File: config.mk
export PLATFORM = sky130hd
export DESIGN_NAME = mem_stage_hs
export DESIGN_NICKNAME = d
export VERILOG_FILES = /design/src/rtl/mem_stage_hs.sv
export SDC_FILE = /design/constraint.sdc
export NUM_CORES = 1
export LEC_CHECK = 0
export ABC_AREA = 0
export BUFFER_PORTS_ARGS = -buffer_cell sky130_fd_sc_hd__buf_2
export CORE_ASPECT_RATIO = 1.5
export CORE_MARGIN = 4
export CORE_UTILIZATION = 50
export CTS_CLUSTER_SIZE = 14
export DETAILED_ROUTE_END_ITERATION = 12
export PLACE_DENSITY = 0.82
export SLEW_MARGIN = 0
export SYNTH_ARGS = -nofsm -noshare
export SYNTH_HDL_FRONTEND = slang
export SYNTH_SLANG_ARGS = --single-unit
File: constraint.sdc
create_clock -name clk -period 2.65 [get_ports clk]
set_clock_uncertainty 0.1 [all_clocks]
set_input_delay 0.1325 -clock clk [delete_from_list [all_inputs] [get_ports clk]]
set_output_delay 0.1325 -clock clk [all_outputs]
set_load 0.02 [all_outputs]
File: src/rtl/mem_stage_hs.sv
// mem_stage_hs: memory-access pipeline stage sitting between EX and WB.
//
// Holds one instruction from EX. Loads wait here until their read response
// arrives on the data-memory response channel. A response that arrives while
// WB is stalled is parked in a one-entry buffer. Responses owed to flushed
// loads are counted and silently dropped when they arrive. Load data is
// aligned by the low address bits and then sign- or zero-extended.
//
// Ports
//   clk, resetn            clock (rising edge), asynchronous active-low reset
//   ex_to_mem_valid        EX presents an instruction
//   mem_allowin            MEM can take an instruction from EX this cycle
//   ex_pc, ex_rf_we, ex_rf_waddr, ex_alu_result,
//   ex_ld_req, ex_ld_size, ex_ld_unsigned, ex_res_sel, ex_div_result
//                          payload captured from EX
//   mul_result             multiplier product for the instruction held in MEM
//   data_rsp_valid/rdata   in-order read response, one-cycle pulse
//   flush                  kill the MEM instruction and block acceptance
//   wb_allowin             WB can accept
//   mem_to_wb_*            result toward WB
//   mem_fwd_*              forwarding bus; pending = load still waiting
//   rsp_err                sticky: a response arrived with nobody to own it
module mem_stage_hs #(
    parameter int DATA_W = 32,
    parameter int DCNT_W = 2
) (
    input  logic                  clk,
    input  logic                  resetn,
    input  logic                  ex_to_mem_valid,
    output logic                  mem_allowin,
    input  logic [31:0]           ex_pc,
    input  logic                  ex_rf_we,
    input  logic [4:0]            ex_rf_waddr,
    input  logic [DATA_W-1:0]     ex_alu_result,
    input  logic                  ex_ld_req,
    input  logic [1:0]            ex_ld_size,
    input  logic                  ex_ld_unsigned,
    input  logic [1:0]            ex_res_sel,
    input  logic [DATA_W-1:0]     ex_div_result,
    input  logic [2*DATA_W-1:0]   mul_result,
    input  logic                  data_rsp_valid,
    input  logic [DATA_W-1:0]     data_rsp_rdata,
    input  logic                  flush,
    input  logic                  wb_allowin,
    output logic                  mem_to_wb_valid,
    output logic [31:0]           mem_to_wb_pc,
    output logic                  mem_to_wb_rf_we,
    output logic [4:0]            mem_to_wb_rf_waddr,
    output logic [DATA_W-1:0]     mem_to_wb_rf_wdata,
    output logic                  mem_fwd_we,
    output logic [4:0]            mem_fwd_waddr,
    output logic [DATA_W-1:0]     mem_fwd_wdata,
    output logic                  mem_fwd_pending,
    output logic                  rsp_err
);

    localparam int OFF_W = $clog2(DATA_W / 8);
    localparam logic [DCNT_W-1:0] DCNT_MAX = '1;

    // Shift the word right by the byte offset, keep the low 8/16/32/64 bits
    // and extend. A 32-bit datapath has no dword, so size 3 reads a word.
    function automatic logic [DATA_W-1:0] ld_align(
        input logic [DATA_W-1:0] d,
        input logic [OFF_W-1:0]  off,
        input logic [1:0]        size,
        input logic              uns
    );
        logic [DATA_W-1:0] sh;
        logic [DATA_W-1:0] r;
        logic [1:0]        sz;
        logic signed [7:0]  b_s;
        logic signed [15:0] h_s;
        logic signed [31:0] w_s;
        sh  = d >> {off, 3'b000};
        sz  = (DATA_W == 32 && size == 2'd3) ? 2'd2 : size;
        b_s = sh[7:0];
        h_s = sh[15:0];
        w_s = sh[31:0];
        r   = sh;
        case (sz)
            2'd0: begin
                if (uns) r = DATA_W'(sh[7:0]);
                else     r = DATA_W'(b_s);
            end
            2'd1: begin
                if (uns) r = DATA_W'(sh[15:0]);
                else     r = DATA_W'(h_s);
            end
            2'd2: begin
                if (uns) r = DATA_W'(sh[31:0]);
                else     r = DATA_W'(w_s);
            end
            default: r = sh;
        endcase
        return r;
    endfunction

    logic                 mem_valid;
    logic [31:0]          pc_p0;
    logic                 rf_we_p0;
    logic [4:0]           rf_waddr_p0;
    logic [DATA_W-1:0]    alu_p0;
    logic                 ld_req_p0;
    logic [1:0]           ld_size_p0;
    logic                 ld_uns_p0;
    logic [1:0]           res_sel_p0;
    logic [DATA_W-1:0]    div_p0;
    logic                 rbuf_valid;
    logic [DATA_W-1:0]    rbuf;
    logic [DCNT_W-1:0]    dcnt;

    logic                 take_rsp;
    logic                 mem_ready_go;
    logic                 ld_wait;
    logic                 rsp_capture;
    logic                 rsp_unexp;
    logic                 mem_leave;
    logic                 accept;
    logic                 dcnt_inc;
    logic                 dcnt_dec;
    logic                 dcnt_ovf;
    logic [DATA_W-1:0]    ld_data;
    logic [DATA_W-1:0]    ld_result;
    logic [DATA_W-1:0]    wdata;

    assign take_rsp     = data_rsp_valid & (dcnt == '0);
    assign mem_ready_go = ~ld_req_p0 | rbuf_valid | take_rsp;
    assign mem_allowin  = ~mem_valid | (mem_ready_go & wb_allowin);
    assign accept       = ex_to_mem_valid & mem_allowin & ~flush;
    assign mem_leave    = mem_valid & mem_ready_go & wb_allowin & ~flush;

    // A load still owed its response; an arriving response belongs to it,
    // even if it is being flushed this cycle (then it is simply consumed).
    assign ld_wait      = mem_valid & ld_req_p0 & ~rbuf_valid;
    assign rsp_capture  = take_rsp & ld_wait & ~wb_allowin & ~flush;
    assign rsp_unexp    = take_rsp & ~ld_wait;

    assign dcnt_inc     = flush & ld_wait & ~take_rsp;
    assign dcnt_dec     = data_rsp_valid & (dcnt != '0);
    assign dcnt_ovf     = dcnt_inc & ~dcnt_dec & (dcnt == DCNT_MAX);

    assign ld_data      = rbuf_valid ? rbuf : data_rsp_rdata;
    assign ld_result    = ld_align(ld_data, alu_p0[OFF_W-1:0], ld_size_p0, ld_uns_p0);

    always_comb begin
        wdata = alu_p0;
        if (ld_req_p0) begin
            wdata = ld_result;
        end else begin
            case (res_sel_p0)
                2'd0:    wdata = alu_p0;
                2'd1:    wdata = mul_result[DATA_W-1:0];
                2'd2:    wdata = mul_result[2*DATA_W-1:DATA_W];
                default: wdata = div_p0;
            endcase
        end
    end

    // EX -> MEM stage register
    always_ff @(posedge clk or negedge resetn) begin
        if (!resetn) begin
            mem_valid   <= 1'b0;
            pc_p0       <= '0;
            rf_we_p0    <= 1'b0;
            rf_waddr_p0 <= '0;
            alu_p0      <= '0;
            ld_req_p0   <= 1'b0;
            ld_size_p0  <= '0;
            ld_uns_p0   <= 1'b0;
            res_sel_p0  <= '0;
            div_p0      <= '0;
            rbuf_valid  <= 1'b0;
            rbuf        <= '0;
            dcnt        <= '0;
            rsp_err     <= 1'b0;
        end else begin
            if (flush)
                mem_valid <= 1'b0;
            else if (mem_allowin)
                mem_valid <= ex_to_mem_valid;

            if (accept) begin
                pc_p0       <= ex_pc;
                rf_we_p0    <= ex_rf_we;
                rf_waddr_p0 <= ex_rf_waddr;
                alu_p0      <= ex_alu_result;
                ld_req_p0   <= ex_ld_req;
                ld_size_p0  <= ex_ld_size;
                ld_uns_p0   <= ex_ld_unsigned;
                res_sel_p0  <= ex_res_sel;
                div_p0      <= ex_div_result;
            end

            if (flush || mem_leave)
                rbuf_valid <= 1'b0;
            else if (rsp_capture)
                rbuf_valid <= 1'b1;

            if (rsp_capture)
                rbuf <= data_rsp_rdata;

            if (dcnt_inc && !dcnt_dec && dcnt != DCNT_MAX)
                dcnt <= dcnt + DCNT_W'(1);
            else if (dcnt_dec && !dcnt_inc)
                dcnt <= dcnt - DCNT_W'(1);

            if (rsp_unexp || dcnt_ovf)
                rsp_err <= 1'b1;
        end
    end

    assign mem_to_wb_valid    = mem_valid & mem_ready_go & ~flush;
    assign mem_to_wb_pc       = pc_p0;
    assign mem_to_wb_rf_we    = rf_we_p0;
    assign mem_to_wb_rf_waddr = rf_waddr_p0;
    assign mem_to_wb_rf_wdata = wdata;

    assign mem_fwd_we         = mem_valid & rf_we_p0;
    assign mem_fwd_waddr      = rf_waddr_p0;
    assign mem_fwd_wdata      = wdata;
    assign mem_fwd_pending    = mem_valid & ld_req_p0 & ~mem_ready_go;

endmodule

==> flow_metrics.tcl, run 1 <==
set metrics [dict create \
    drc_errors 0 \
    fmax_ghz 0.382 \
    io_pins 322 \
    critical_path_buf_inv_count 4 \
    dr.pass1.iters 6 \
    r2r-start "rbuf_valid$_DFFE_PN0P_" \
    die_height_um 165 \
    port_buffers 321 \
    final_cells 1292 \
    grt_util_all_layers_pct 33.7 \
    required_ns 2.42 \
    cpLargestDelayFamily "buffers and inverters" \
    cts-root-buf "clkbuf_16" \
    end_kind "output port" \
    synthFlopType "dfrtp_1" \
    synth_top_cell_area_share_pct 44.0 \
    maxSlewViolCount 0 \
    ir_worst_vdd_v 0.000665 \
    drtAntennaViolNets 0 \
    die_w_um 113 \
    r2r_end "alu_p0[16]$_DFFE_PN0P_" \
    worst-slew-pin-transition_ns 0.537 \
    die-area_um2 18700 \
    nets 1278 \
    setup_viol 0 \
    clk_pin_slew_worst_paths_ns 0.07 \
    cellPowerDensity_nw_per_um2 785 \
    cap_violations 0 \
    finalWorstSetupSlack_ns 0.0346 \
    synth.most_common_cell "dfrtp_1" \
    ff2ff_path_depth 6 \
    cts_htree_levels 4 \
    power_leakage_uw 0.00556 \
    ys_seq_elements 145 \
    synth_seq_area_share_pct 44.0 \
    hp-class "primary input to asynchronous set/reset pin" \
    r2r_slack_ns 0.40 \
    cts_tree "done" \
    finalCriticalPeriod_ns 2.62 \
    path_cells "buf_4 -> mux2i_1 -> nor4_2 -> buf_4 -> nor4_1 -> a21oi_2 -> buf_4 -> buf_4" \
    vias 7483 \
    startpoint_type "flip-flop" \
    crit_path_frequent_cell "buf_4" \
    antenna_found_initial 5 \
    netlist_top_cells_count "145 x dfrtp_1, 120 x mux2_2, 50 x mux2i_1, 46 x mux4_2, 43 x buf_4" \
    grt_pass1_wl_mm 47.6 \
    final_util_pct 75.0 \
    gp_congestion 0.896 \
    clkSinkCount 145 \
    grt_pass1_vias 8332 \
    synth_area_um2 8260 \
    cts_buffer_depth 2 \
    async_flop_share_pct 100 \
    num_rows 57 \
    grt_max_degree 72 \
    finalCritPeriodShare_pct 98.7 \
    start_util_pct 51.0 \
    synth.distinct_cells 44 \
    ys_warn_count 0 \
    placed_area_um2 9890 \
    area_growth_pct 47.0 \
    drt-vias-per-instance 5.79 \
    hold_ws_ns 0.126 \
    core-area_um2 16200 \
    max_slew_margin_pct 64.1 \
    outcome "finished, final reports clean" \
    slowest_delay_ns 0.50 \
    hpwl_mm 20.4 \
    final_hold_viol_count 0 \
    grt_overflow_total 0 \
    drive_above_1_share_pct 54.3 \
    preCtsSetupSlack_ns 0.298 \
    netlist_top_cells_area "dfrtp_1 44%, mux2_2 16%, mux4_2 13%" \
    cts_buffers 17 \
    routed_wl_mm 31.2 \
    clock_latency_ns 0.42 \
    dp_cells 1098 \
    critical_path_class "flip-flop to output port" \
    wl_per_cell_um 24.2 \
    drtIter0Drc 415 \
    synth-edff-count 0 \
    critical-path-slowest-cell "dfrtp_2" \
    worstPathMaxFanout 16 \
    syn_nets 842 \
    design_area_um2 12100 \
    synth.avg_cell_area_um2 13.1 \
    arrival_ns 2.38 \
    syn_inst 632 \
    synth_top_area_cell "dfrtp_1" \
]
kinds of logic after synthesis:
family | after synthesis | synth area share, %
muxes | 236 | 37.7
AOI/OAI and AO/OA | 75 | 5.74
buffers and inverters | 87 | 6.58
DFF | 145 | 44.0
and+or+nand+nor | 89 | 6.02
what timing repair did:
action,CTS,global route
setup buffers,5,6
setup endpoints to repair,26,48
hold buffers,146,0
pin swaps,1,2
hold endpoints to repair,192,0
gates resized for setup,5,22
power breakdown:
group | switching [uW] | internal (uW) | total, uW | leakage, uW
logic | 2120 | 1760 | 3880 | 0.00353
clock network | 1150 | 1370 | 2520 | 0.000291
registers | 413 | 2710 | 3120 | 0.00174
cells in the final DEF (no fill, tap or decap), drive strengths merged, types with 10 or more instances in the layout:
cell,instances
o21ai,18
mux2i,50
o22ai,24
clkbuf,18
nor2,16
mux4,46
buf,357
inv,10
nor4,17
a21oi,20
dfrtp,145
dlygate4sd3,146
mux2,140
nand2,20
final cells by class:
class / instances / area, um2
clock inverter: 14 / 161
antenna: 5 / 12.5
sequential: 145 / 3630
multi-input combinational: 400 / 4170
timing repair buffer: 503 / 3460
clock buffer: 18 / 439
tap: 206 / 258
inverter: 1 / 3.75
fill: 946 / 4050
through the flow:
stage | power (uW) | setup TNS (ns)
after global placement | 6520 | 0
final | 9530 | 0
after CTS | 9310 | 0
after global routing | 9920 | -0.127
after detailed placement | 6610 | 0
after floorplan | 5580 | 0
worst max-delay path by stage:
stage	depth (start not counted)	from	slack, ns	to
floorplan	6	rbuf_valid$_DFFE_PN0P_	0.15	mem_to_wb_rf_wdata[3]
global placement	5	alu_p0[1]$_DFFE_PN0P_	0.31	mem_fwd_wdata[23]
detailed placement	5	rbuf_valid$_DFFE_PN0P_	0.30	mem_fwd_wdata[23]
CTS	5	alu_p0[0]$_DFFE_PN0P_	0.009	mem_fwd_wdata[24]
global route	8	rbuf_valid$_DFFE_PN0P_	-0.04	mem_fwd_wdata[16]
finish	8	rbuf_valid$_DFFE_PN0P_	0.03	mem_fwd_wdata[16]
state kept, by name, indices dropped and copies added (netlist names):
signal	cells
alu_p0	32
dcnt	2
div_p0	32
ld_req_p0	1
ld_size_p0	2
ld_uns_p0	1
mem_fwd_waddr	5
mem_to_wb_pc	32
mem_to_wb_rf_we	1
mem_valid	1
rbuf	32
rbuf_valid	1
res_sel_p0	2
rsp_err	1
worst register-to-register path: cells and delay by family, from the launching register on:
| family | cells | cell delay, ns |
|---|---|---|
| flops | 1 | 0.50 |
| buf+inv | 2 | 0.44 |
| compound gates | 2 | 0.57 |
| simple gates | 1 | 0.14 |
| mux | 1 | 0.38 |
metal layers:
layer  vias to the layer above  GRT usage (%)  routed length (um)
li1                       3245              -                   -
met1                      3687           36.6               10500
met2                       436           60.3               16600
met3                       115           7.84                2330
met4                         0           18.6                1810
met5                         -              0                   0
(Power assumes the default switching activity.)
==> run 2: changes to the inputs <==
--- a/config.mk
+++ b/config.mk
@@ -9,10 +9,10 @@
 export BUFFER_PORTS_ARGS = -buffer_cell sky130_fd_sc_hd__buf_2
 export CORE_ASPECT_RATIO = 1.5
 export CORE_MARGIN = 4
-export CORE_UTILIZATION = 50
+export CORE_UTILIZATION = 25
 export CTS_CLUSTER_SIZE = 14
 export DETAILED_ROUTE_END_ITERATION = 12
-export PLACE_DENSITY = 0.82
+export REMOVE_ABC_BUFFERS = 1
 export SLEW_MARGIN = 0
 export SYNTH_ARGS = -nofsm -noshare
 export SYNTH_HDL_FRONTEND = slang
==> flow_metrics.tcl, run 2 (synthesis gave the netlist of run 1 again) <==
set metrics [dict create \
    rsz0062_at_grt "yes" \
    maxSlewViolCount 0 \
    path_cells "buf_4 -> mux2i_1 -> a22oi_1 -> nand4_1 -> buf_4 -> o221ai_2 -> buf_2" \
    num_rows 81 \
    final_hold_viol_count 0 \
    worstPathMaxFanout 8 \
    crit_path_frequent_cell "buf_4" \
    clock_latency_ns 0.44 \
    critical_path_class "flip-flop to output port" \
    critical-path-slowest-cell "dfrtp_2" \
    finalCritPeriodShare_pct 97.4 \
    grt_pass1_vias 7719 \
    core-area_um2 32600 \
    die_w_um 156 \
    finalCriticalPeriod_ns 2.58 \
    grt_overflow_total 0 \
    fmax_ghz 0.387 \
    grt_pass1_wl_mm 44.1 \
    arrival_ns 2.35 \
    clkSinkCount 145 \
    io_pins 322 \
    area_growth_pct 52.6 \
    pwr-share-seq_pct 32.9 \
    cellPowerDensity_nw_per_um2 741 \
    final_common_cell "buf_2" \
    cts_tree "done" \
    die-area_um2 36100 \
    critical_path_buf_inv_count 3 \
    p_sw_uw 3510 \
    cap_violations 0 \
    cpLargestDelayFamily "buffers and inverters" \
    drtIter0Drc 273 \
    hpwl_mm 21.9 \
    port_buffers 321 \
    routed_wl_mm 29.8 \
    power_leakage_uw 0.00558 \
    hp-class "primary input to flip-flop" \
    end_kind "output port" \
    p_clk_share_pct 24.7 \
    drive_above_1_share_pct 57.2 \
    final_util_pct 38.6 \
    required_ns 2.42 \
    worst-slew-pin-transition_ns 0.721 \
    slowest_delay_ns 0.49 \
    antenna_found_initial 4 \
    setup_viol 0 \
    gp_congestion 0.805 \
    nets 1279 \
    max_slew_margin_pct 51.9 \
    switching_share_pct 37.6 \
    ir_worst_vdd_v 0.000452 \
    die_height_um 231 \
    fin_tns_setup_ns 0 \
    wl_per_cell_um 19.8 \
    power.internal_uw 5820 \
    grt_max_degree 69 \
    startpoint_type "flip-flop" \
    cts_buffer_depth 2 \
    vias 7000 \
    drt-vias-per-instance 4.66 \
    cts_buffers 17 \
    hold_ws_ns 0.136 \
    mostFrequentLayoutCells "315 x buf_2, 145 x dlygate4sd3_1, 139 x dfrtp_1, 120 x mux2_2, 47 x mux2i_1" \
    cts-root-buf "clkbuf_16" \
    cts_htree_levels 4 \
    combPwrFrac_pct 42.3 \
    outcome "finished, final reports clean" \
    drc_errors 0 \
    drtAntennaViolNets 0 \
    grt_util_all_layers_pct 16.2 \
    clk_pin_slew_worst_paths_ns 0.07 \
    start_util_pct 25.3 \
    dr.pass1.iters 4 \
]
[run 2: worst paths after layout]
path,startpoint,endpoint,slack [ns],cells past startpoint
hold / removal,ex_to_mem_valid,div_p0[14]$_DFFE_PN0P_,0.14,4
max in group asynchronous,resetn,res_sel_p0[0]$_DFFE_PN0P_,1.50,3
min in group asynchronous,resetn,alu_p0[2]$_DFFE_PN0P_,0.17,2
hold reg to reg,div_p0[20]$_DFFE_PN0P_,div_p0[20]$_DFFE_PN0P_,0.39,1
setup reg to reg,rbuf_valid$_DFFE_PN0P_,mem_to_wb_pc[12]$_DFFE_PN0P_,0.36,6
setup / recovery,alu_p0[0]$_DFFE_PN0P_,mem_to_wb_rf_wdata[15],0.07,7
[run 2: repair_timing]
action	in CTS	in global routing
cloned	0	1
setup buffers	3	6
hold buffers	145	0
gates resized for setup	45	33
setup endpoints to repair	58	46
pin swaps	3	7
endpoints found under the hold margin	211	0
[run 2: cell type report]
type / instances / area, um2
Timing Repair Buffer: 504 / 3500
Multi-Input combinational cell: 400 / 4380
Tap cell: 415 / 519
Clock inverter: 13 / 115
Sequential cell: 145 / 3640
Inverter: 1 / 3.75
Fill cell: 3199 / 20000
Clock buffer: 19 / 433
Antenna cell: 4 / 10.0
[run 2: worst min-delay path: stages]
cell	delay, ns
buf_2	0.10
nand2b_1	0.10
a21oi_4	0.09
mux2_1	0.21
[run 2: per-stage QoR]
step                cell area (um2)  std cells  power, uW  worst slack, ns
global placement              10200       1310       6600            0.277
global route                  12600       1499       9800          -0.0129
finish                        12600       1501       9330           0.0687
detailed placement            10200       1310       6680            0.246
floorplan                      7720        546       5240            -1.58
CTS                           12400       1490       9360          -0.0122
[run 2: layer usage]
layer  track usage [%]  share of wire, %  wire length [um]
met3              3.28               4.4              1300
met5                 0                 0                 0
met4              6.13               2.4               703
met1              18.0                39             11500
met2              29.8                55             16200
[run 2: power groups by stage]
stage / registers (uW) / logic (uW) / clock network [uW]
floorplan: 3280 / 1960 / 0
global placement: 3080 / 3520 / 0
detailed placement: 3110 / 3560 / 0
CTS: 3070 / 3890 / 2400
global route: 3140 / 4200 / 2460
finish: 3070 / 3950 / 2310
==> run 3: changes to the inputs <==
--- a/config.mk
+++ b/config.mk
@@ -6,12 +6,16 @@
 export NUM_CORES = 1
 export LEC_CHECK = 0
 export ABC_AREA = 0
-export BUFFER_PORTS_ARGS = -buffer_cell sky130_fd_sc_hd__buf_2
+export BUFFER_PORTS_ARGS = -buffer_cell sky130_fd_sc_hd__buf_4
+export CELL_PAD_IN_SITES_DETAIL_PLACEMENT = 2
+export CELL_PAD_IN_SITES_GLOBAL_PLACEMENT = 2
 export CORE_ASPECT_RATIO = 1.5
 export CORE_MARGIN = 4
 export CORE_UTILIZATION = 25
+export CTS_BUF_LIST = sky130_fd_sc_hd__clkbuf_8
 export CTS_CLUSTER_SIZE = 14
 export DETAILED_ROUTE_END_ITERATION = 12
+export PLACE_DENSITY_LB_ADDON = 0.1
 export REMOVE_ABC_BUFFERS = 1
 export SLEW_MARGIN = 0
 export SYNTH_ARGS = -nofsm -noshare
==> flow_metrics.tcl, run 3 (synthesis gave the netlist of run 1 again) <==
set metrics [dict create \
    drc_errors 0 \
    nets 1289 \
    io_pins 322 \
    fillers 3303 \
    clk_pin_slew_worst_paths_ns 0.09 \
    power.internal_uw 6200 \
    hp-class "primary input to asynchronous set/reset pin" \
    hold_ws_ns 0.220 \
    worstPathMaxFanout 8 \
    ir_worst_vdd_v 0.000403 \
    cts_buffer_depth 2 \
    grt_util_all_layers_pct 18.5 \
    finalWorstSetupSlack_ns 0.0912 \
    grtUsageMet3_pct 3.62 \
    final_hold_viol_count 0 \
    drt-vias-per-instance 4.70 \
    use_met1_pct 20.5 \
    p_clk_share_pct 22.2 \
    drtAntennaViolNets 0 \
    cts_tree "done" \
    grt_pass1_wl_mm 50.9 \
    drtIter0Drc 97 \
    num_rows 81 \
    startpoint_type "flip-flop" \
    maxSlewViolCount 0 \
    crit_path_frequent_cell "buf_4" \
    cts_buffers 17 \
    core-area_um2 32600 \
    grt_use_met2_pct 35.3 \
    die_w_um 156 \
    wl_per_cell_um 22.6 \
    rsz0062_at_grt "yes" \
    grt_max_degree 146 \
    final_cells 1507 \
    cellPowerDensity_nw_per_um2 726 \
    die_height_um 231 \
    arrival_ns 2.33 \
    antenna_found_initial 1 \
    port_buffers 321 \
    mostFrequentLayoutCells "341 x buf_4, 145 x dlygate4sd3_1, 139 x dfrtp_1, 120 x mux2_2, 46 x mux4_2" \
    dp_cells 1299 \
    cts_htree_levels 4 \
    vias 7090 \
    end_kind "output port" \
    power_leakage_uw 0.00592 \
    switching_share_pct 36.7 \
    grt_pass1_vias 8528 \
    clock_latency_ns 0.48 \
    outcome "finished, final reports clean" \
    gp_congestion 0.785 \
    max_slew_margin_pct 40.3 \
    area_growth_pct 63.5 \
    required_ns 2.42 \
    start_util_pct 25.3 \
    finalCriticalPeriod_ns 2.56 \
    worst-slew-pin-transition_ns 0.896 \
    cap_violations 0 \
    setup_viol 0 \
    hpwl_mm 23.3 \
    critical_path_buf_inv_count 3 \
    critical_path_class "flip-flop to output port" \
    combPwrFrac_pct 46.3 \
    critical-path-slowest-cell "dfrtp_2" \
    preCtsSetupSlack_ns 0.231 \
    cpLargestDelayFamily "buffers and inverters" \
    slowest_delay_ns 0.42 \
    grt-busiest-layer "met2" \
    final_common_cell "buf_4" \
    grt_overflow_total 0 \
    clkSinkCount 145 \
    p_sw_uw 3600 \
    finalCritPeriodShare_pct 96.6 \
    pwr-share-seq_pct 31.5 \
    fmax_ghz 0.391 \
    dr.pass1.iters 4 \
    fin_tns_setup_ns 0 \
    path_cells "buf_4 -> mux2i_4 -> o32ai_4 -> buf_6 -> nor4_2 -> a21oi_2 -> buf_4" \
    total_power_uw 9810 \
    drive_above_1_share_pct 58.3 \
    die-area_um2 36100 \
    routed_wl_mm 34.1 \
    cts-root-buf "clkbuf_8" \
]
-- run 3: final timing paths --
path                                        startpoint                   endpoint  slack, ns  cells after the start
worst max register to register  rbuf_valid$_DFFE_PN0P_     alu_p0[21]$_DFFE_PN0P_       0.32                      7
worst min-delay path                            resetn      alu_p0[2]$_DFFE_PN0P_       0.22                      3
max in group asynchronous                       resetn  res_sel_p0[0]$_DFFE_PN0P_       1.47                      3
min in group clk                     ex_div_result[25]     div_p0[25]$_DFFE_PN0P_       0.32                      3
worst min register to register  div_p0[11]$_DFFE_PN0P_     div_p0[11]$_DFFE_PN0P_       0.39                      1
worst max-delay path            rbuf_valid$_DFFE_PN0P_          mem_fwd_wdata[23]       0.09                      7
-- run 3: stage by stage --
step	util, %	area [um2]
after floorplan	-	7720
after global placement	33.3	10900
after detailed placement	33.3	10900
after CTS	40.1	13100
after global routing	41.4	13500
final	41.4	13500
-- run 3: layout make-up --
| type | count | area (um2) | area share (%) |
|---|---|---|---|
| multi-input combinational | 400 | 4410 | 32.7 |
| timing repair buffer | 514 | 4450 | 33.0 |
| sequential | 145 | 3640 | 26.9 |
| clock buffer | 17 | 234 | 1.73 |
| clock inverter | 14 | 239 | 1.77 |
| inverter | 1 | 3.75 | 0.0278 |
| tap | 415 | 519 | 3.85 |
| antenna | 1 | 2.50 | 0.0185 |
-- run 3: worst register-to-register path, cell delays in order (launching register included) --
cell and delay, ns:
dfrtp_2 0.38, clkbuf_2 0.15, buf_4 0.13, nand2b_1 0.18, o21ai_2 0.12, a21oi_4 0.23
buf_4 0.46, mux2_2 0.46
-- run 3: power by group through the flow --
| stage | combinational, uW | clock [uW] | sequential, uW |
|---|---|---|---|
| global route | 4850 | 2340 | 3170 |
| floorplan | 1960 | 0 | 3280 |
| finish | 4540 | 2180 | 3080 |
| CTS | 4340 | 2260 | 3080 |
| global placement | 3880 | 0 | 3060 |
| detailed placement | 3980 | 0 | 3130 |
-- run 3: metal layers --
metal / vias to the layer above / part of all wire (%) / wire (um)
met1: 3633 / 37 / 12700
met4: 0 / 1.3 / 451
li1: 3247 / - / -
met5: - / 0 / 0
met2: 185 / 57 / 19600
met3: 25 / 4.1 / 1410
-- run 3: what timing repair did --
action	in CTS	in global routing
cloned	2	3
hold buffers	145	0
setup buffers	11	15
gates resized for setup	48	46
endpoints found under the setup margin	62	54
pin swaps	12	8
hold endpoints to repair	290	0
